File: config.mk
export PLATFORM = sky130hd
export DESIGN_NAME = hs32_mem_arbiter
export DESIGN_NICKNAME = d
export VERILOG_FILES = /design/src/rtl/hs32_mem_pkg.sv /design/src/rtl/hs32_arb_pick.sv /design/src/rtl/hs32_mem_arbiter.sv
export SDC_FILE = /design/constraint.sdc
export NUM_CORES = 1
export LEC_CHECK = 0
export ABC_AREA = 1
export BUFFER_PORTS_ARGS = -buffer_cell sky130_fd_sc_hd__buf_2
export CORE_UTILIZATION = 30
export CTS_CLUSTER_DIAMETER = 50
export DETAILED_ROUTE_END_ITERATION = 12
export SLEW_MARGIN = 20
export SYNTH_ARGS = -nofsm -noshare
export SYNTH_HDL_FRONTEND = slang
export SYNTH_SLANG_ARGS = --single-unit
File: constraint.sdc
create_clock -name clk -period 1.6 [get_ports clk]
set_input_delay 0.16 -clock clk [delete_from_list [all_inputs] [get_ports clk]]
set_output_delay 0.16 -clock clk [all_outputs]
set_load 0.1 [all_outputs]
File: src/rtl/hs32_mem_pkg.sv
// Shared definitions for the hs32 memory arbiter: FSM state encodings and owner constants.
package hs32_mem_pkg;

    typedef enum logic [1:0] {
        ST_IDLE = 2'd0,
        ST_BUSY = 2'd1,
        ST_RESP = 2'd2
    } state_t;

    localparam logic GNT_FETCH = 1'b0;
    localparam logic GNT_EXEC  = 1'b1;

endpackage

File: src/rtl/hs32_arb_pick.sv
// Winner selection between fetch and exec requesters.
// ARB_RR_EN selects round-robin on ties; otherwise exec has fixed priority over fetch.
module hs32_arb_pick
    import hs32_mem_pkg::*;
(
    input  logic reqf,
    input  logic reqx,
`ifdef ARB_RR_EN
    input  logic last_gnt,
`endif
    output logic win
);

    always_comb begin
        win = GNT_FETCH;
        if (reqf && reqx) begin
`ifdef ARB_RR_EN
            win = ~last_gnt;
`else
            win = GNT_EXEC;
`endif
        end else if (reqx) begin
            win = GNT_EXEC;
        end
    end

endmodule

File: src/rtl/hs32_mem_arbiter.sv
// Two-requester (fetch/exec) single-port memory arbiter with fully registered outputs.
// Optional macro ARB_RR_EN enables round-robin tie-breaking instead of exec priority.
//
// state   | meaning
// IDLE    | waiting for a request; latches the winner's command on grant
// BUSY    | validm high, command held until readym is sampled
// RESP    | owner's rdy pulses for this one cycle, then back to IDLE
module hs32_mem_arbiter
    import hs32_mem_pkg::*;
#(
    parameter int DW = 32
) (
    input  logic          clk,
    input  logic          reset,
    input  logic          reqf,
    input  logic [DW-1:0] addrf,
    output logic          rdyf,
    input  logic          reqx,
    input  logic [DW-1:0] addrx,
    input  logic          rwx,
    input  logic [DW-1:0] dtwx,
    output logic          rdyx,
    output logic [DW-1:0] dtr,
    output logic [DW-1:0] addrm,
    output logic          rwm,
    output logic [DW-1:0] dtwm,
    output logic          validm,
    input  logic          readym,
    input  logic [DW-1:0] dtrm,
    output logic          gnt
);

    state_t state;
    logic   win;
    logic   grant;

    assign grant = (state == ST_IDLE) && (reqf || reqx);

`ifdef ARB_RR_EN
    logic last_gnt;

    // Resets to exec so that fetch wins the first tie.
    always_ff @(posedge clk or negedge reset) begin
        if (!reset) begin
            last_gnt <= GNT_EXEC;
        end else if (grant) begin
            last_gnt <= win;
        end
    end

    hs32_arb_pick u_pick (
        .reqf     (reqf),
        .reqx     (reqx),
        .last_gnt (last_gnt),
        .win      (win)
    );
`else
    hs32_arb_pick u_pick (
        .reqf (reqf),
        .reqx (reqx),
        .win  (win)
    );
`endif

    always_ff @(posedge clk or negedge reset) begin
        if (!reset) begin
            state  <= ST_IDLE;
            validm <= 1'b0;
            rdyf   <= 1'b0;
            rdyx   <= 1'b0;
            rwm    <= 1'b0;
            gnt    <= GNT_FETCH;
            addrm  <= '0;
            dtwm   <= '0;
            dtr    <= '0;
        end else begin
            rdyf <= 1'b0;
            rdyx <= 1'b0;
            case (state)
                ST_IDLE: begin
                    if (grant) begin
                        gnt    <= win;
                        validm <= 1'b1;
                        state  <= ST_BUSY;
                        if (win == GNT_EXEC) begin
                            addrm <= addrx;
                            rwm   <= rwx;
                            dtwm  <= dtwx;
                        end else begin
                            addrm <= addrf;
                            rwm   <= 1'b0;
                            dtwm  <= '0;
                        end
                    end
                end
                ST_BUSY: begin
                    if (readym) begin
                        validm <= 1'b0;
                        // Writes keep the previously returned read data.
                        if (!rwm) begin
                            dtr <= dtrm;
                        end
                        rdyf  <= (gnt == GNT_FETCH);
                        rdyx  <= (gnt == GNT_EXEC);
                        state <= ST_RESP;
                    end
                end
                ST_RESP: begin
                    state <= ST_IDLE;
                end
                default: begin
                    state <= ST_IDLE;
                end
            endcase
        end
    end

endmodule

==> run_results.csv <==
group,metric,value,unit
critical_path,reg2reg_from,"state[1]",
critical_path,cp-end-kind,"primary output",
critical_path,worstPathMaxFanout,4,
yosys,yosys-top-cells-area,"dfrtp_1 (59%), nand2_1 (29%), nand3_1 (7.4%)",
yosys,synth_top_family_by_area,"simple AND/OR/NAND/NOR gates",
clocking,numCtsBuffers,9,
timing,final.setup.tns,0,ps
grt,grt_overflow,0,
critical_path,rrSetupSlack,370,ps
critical_path,slowest_stage,"buf_2",
hold_path,hold_start,"dtwx[8]",
routing,final_antenna_net_count,0,
timing,skew,5.19,ps
grt,grt_pass1_vias,3930,
yosys,yosysSeqAreaShare,0.588,
timing,tightest_slew,522,ps
yosys,synth_largest_area_cell,"dfrtp_1",
routing,via_per_inst,4.38,
layout,areaGrowthSynthToFinish,39.4,%
timing,finalSetupViolations,0,
critical_path,rr_endpoint,"addrm[21]",
timing,hold_viol_final,0,
yosys,synth_area,4380,sq um
timing,report.final.slew_viol_count,0,
yosys,ys_seq_elements,103,
clocking,cts_tree,"done",
routing,drtIter0Drc,167,
routing,num_vias,4196,
routing,wl_per_cell,12.9,microns
floorplanning,initial_core_util,0.312,
yosys,yosysWarnings,0,
clocking,clockBufferDepth,2,
yosys,synth_compound_area_frac,0,
clocking,post-cts-setup-buffers,0,
grt,grt_max_degree,68,
critical_path,cp.arrival,1190,ps
floorplanning,rows,43,
timing,slew-limit-headroom,0.654,
grt,grt_pass1_wl,19.4,mm
routing,wl,12.4,mm
clocking,ctsHtreeMaxLevel,3,
placement,place.gp.congestion,0.730,
layout,antenna_cells,0,
yosys,yosysUniqueCellTypes,11,
yosys,syn_inst,548,
critical_path,cp-start-kind,"register",
timing,fmax,743,MHz
routing,dr.pass1.iters,5,
clocking,path_clk_slew,70,ps
timing,period_share,0.841,
yosys,yosys.area_share.adder,0,
yosys,syn_avg_cell_area,8.00,sq um
floorplanning,die_h,123,microns
yosys,synth_nets,682,
floorplanning,core_area,14000,sq um
yosys,synth_simple_gate_area_share,0.370,
layout,final_cell_mix,"nand2_1 (333), buf_2 (233), dfrtp_1 (102)",
clocking,insertion_delay,350,ps
grt,track_usage,0.168,
yosys,synth_top_area_frac,0.588,
yosys,synth_xor_xnor_area_share,0,
placement,dp_hpwl,8.70,mm
run,cap_viol_max_count,0,
yosys,muxShareOfSynthArea,0,
timing,finalCriticalPeriod,1350,ps
clocking,cts_resized,0,
layout,final.fill_count,1464,
critical_path,crit_family,"buffers and inverters",
floorplanning,die_w,123,microns
hold_path,worst_hold_path.endpoint,"dtwm[8]",
layout,layout_commonest_cell,"nand2_1",
placement,port_buffers,234,
critical_path,worstSetupPathType,"reg2out",
clocking,clock_sinks,103,
critical_path,rr_worst_depth,5,
critical_path,critPathBufInv,1,
clocking,cts-root-buf,"clkbuf_16",
timing,rsz0062_at_grt,"false",
layout,nets,907,
run_status,status,"completed",
hold_path,hold_depth,3,
hold_path,hold_class,"in2reg",
floorplanning,dieArea,15100,sq um
grt,antenna_found_initial,0,
critical_path,max_stage_delay,450,ps
routing,drc_errors,0,
critical_path,cp_cell_sequence,"buf_2",
floorplanning,io_pins,235,
critical_path,critPathRequiredTime,1440,ps
layout,drive_gt1_frac,0.344,
==> timing repair <==
action	4_1_cts	5_1_grt
hold buffers	1	0
endpoints found under the setup margin	0	0
endpoints found under the hold margin	103	0
==> routing by layer <==
layer / track usage / share of wire / up-vias
met2: 0.273 / 0.45 / 166
met4: 0.0716 / 0.022 / 0
li1: - / - / 2137
met5: 0 / 0 / -
met1: 0.209 / 0.45 / 1873
met3: 0.0466 / 0.075 / 20
==> Yosys cell counts <==
cell,count
dfrtp_1,103
nand3_1,65
nor2_1,5
nor2_4,2
buf_2,21
inv_1,5
nand2_1,333
nand2_2,1
clkbuf_1,8
inv_2,2
buf_4,3
==> how the worst max path moves through the flow <==
stage	depth (start not counted)	endpoint	startpoint	slack, ps
final	1	gnt	gnt	250
after global routing	1	gnt	gnt	200
after detailed placement	7	addrm[22]	reqx	340
after global placement	5	dtwm[2]	state[1]	370
after floorplan	5	dtr[0]	rwm	160
after CTS	1	gnt	gnt	240
==> sequential cells by signal, summed over array words and instances (netlist names) <==
name / cells
rwm: 1
rdyf: 1
dtr: 32
rdyx: 1
state: 2
addrm: 32
validm: 1
dtwm: 32
gnt: 1
==> kinds of logic after synthesis <==
kind of cell / Yosys count
simple gates: 406
buf+inv: 39
flops: 103
==> stage by stage <==
stage	util	worst slack [ps]	cells	hold slack (ps)	instance area, sq um
after floorplan	-	164	548	-136	4390
after global placement	0.411	369	941	181	5780
after detailed placement	0.411	340	941	178	5780
after CTS	0.435	237	958	22.6	6110
after global routing	0.435	199	958	26.9	6110
final	0.435	254	958	35.7	6110
==> area by class of cell <==
cell class / count / area, sq um / share of cell area
tap: 180 / 225 / 0.0369
sequential: 103 / 2580 / 0.422
clock buffer: 11 / 243 / 0.0397
inverter: 7 / 26.3 / 0.00430
timing repair buffer: 246 / 1330 / 0.217
multi-input combinational: 406 / 1630 / 0.266
clock inverter: 5 / 81.3 / 0.0133
Power is not shown: default switching activity piles up to over one toggle a cycle in this logic, so the estimate is an artifact.
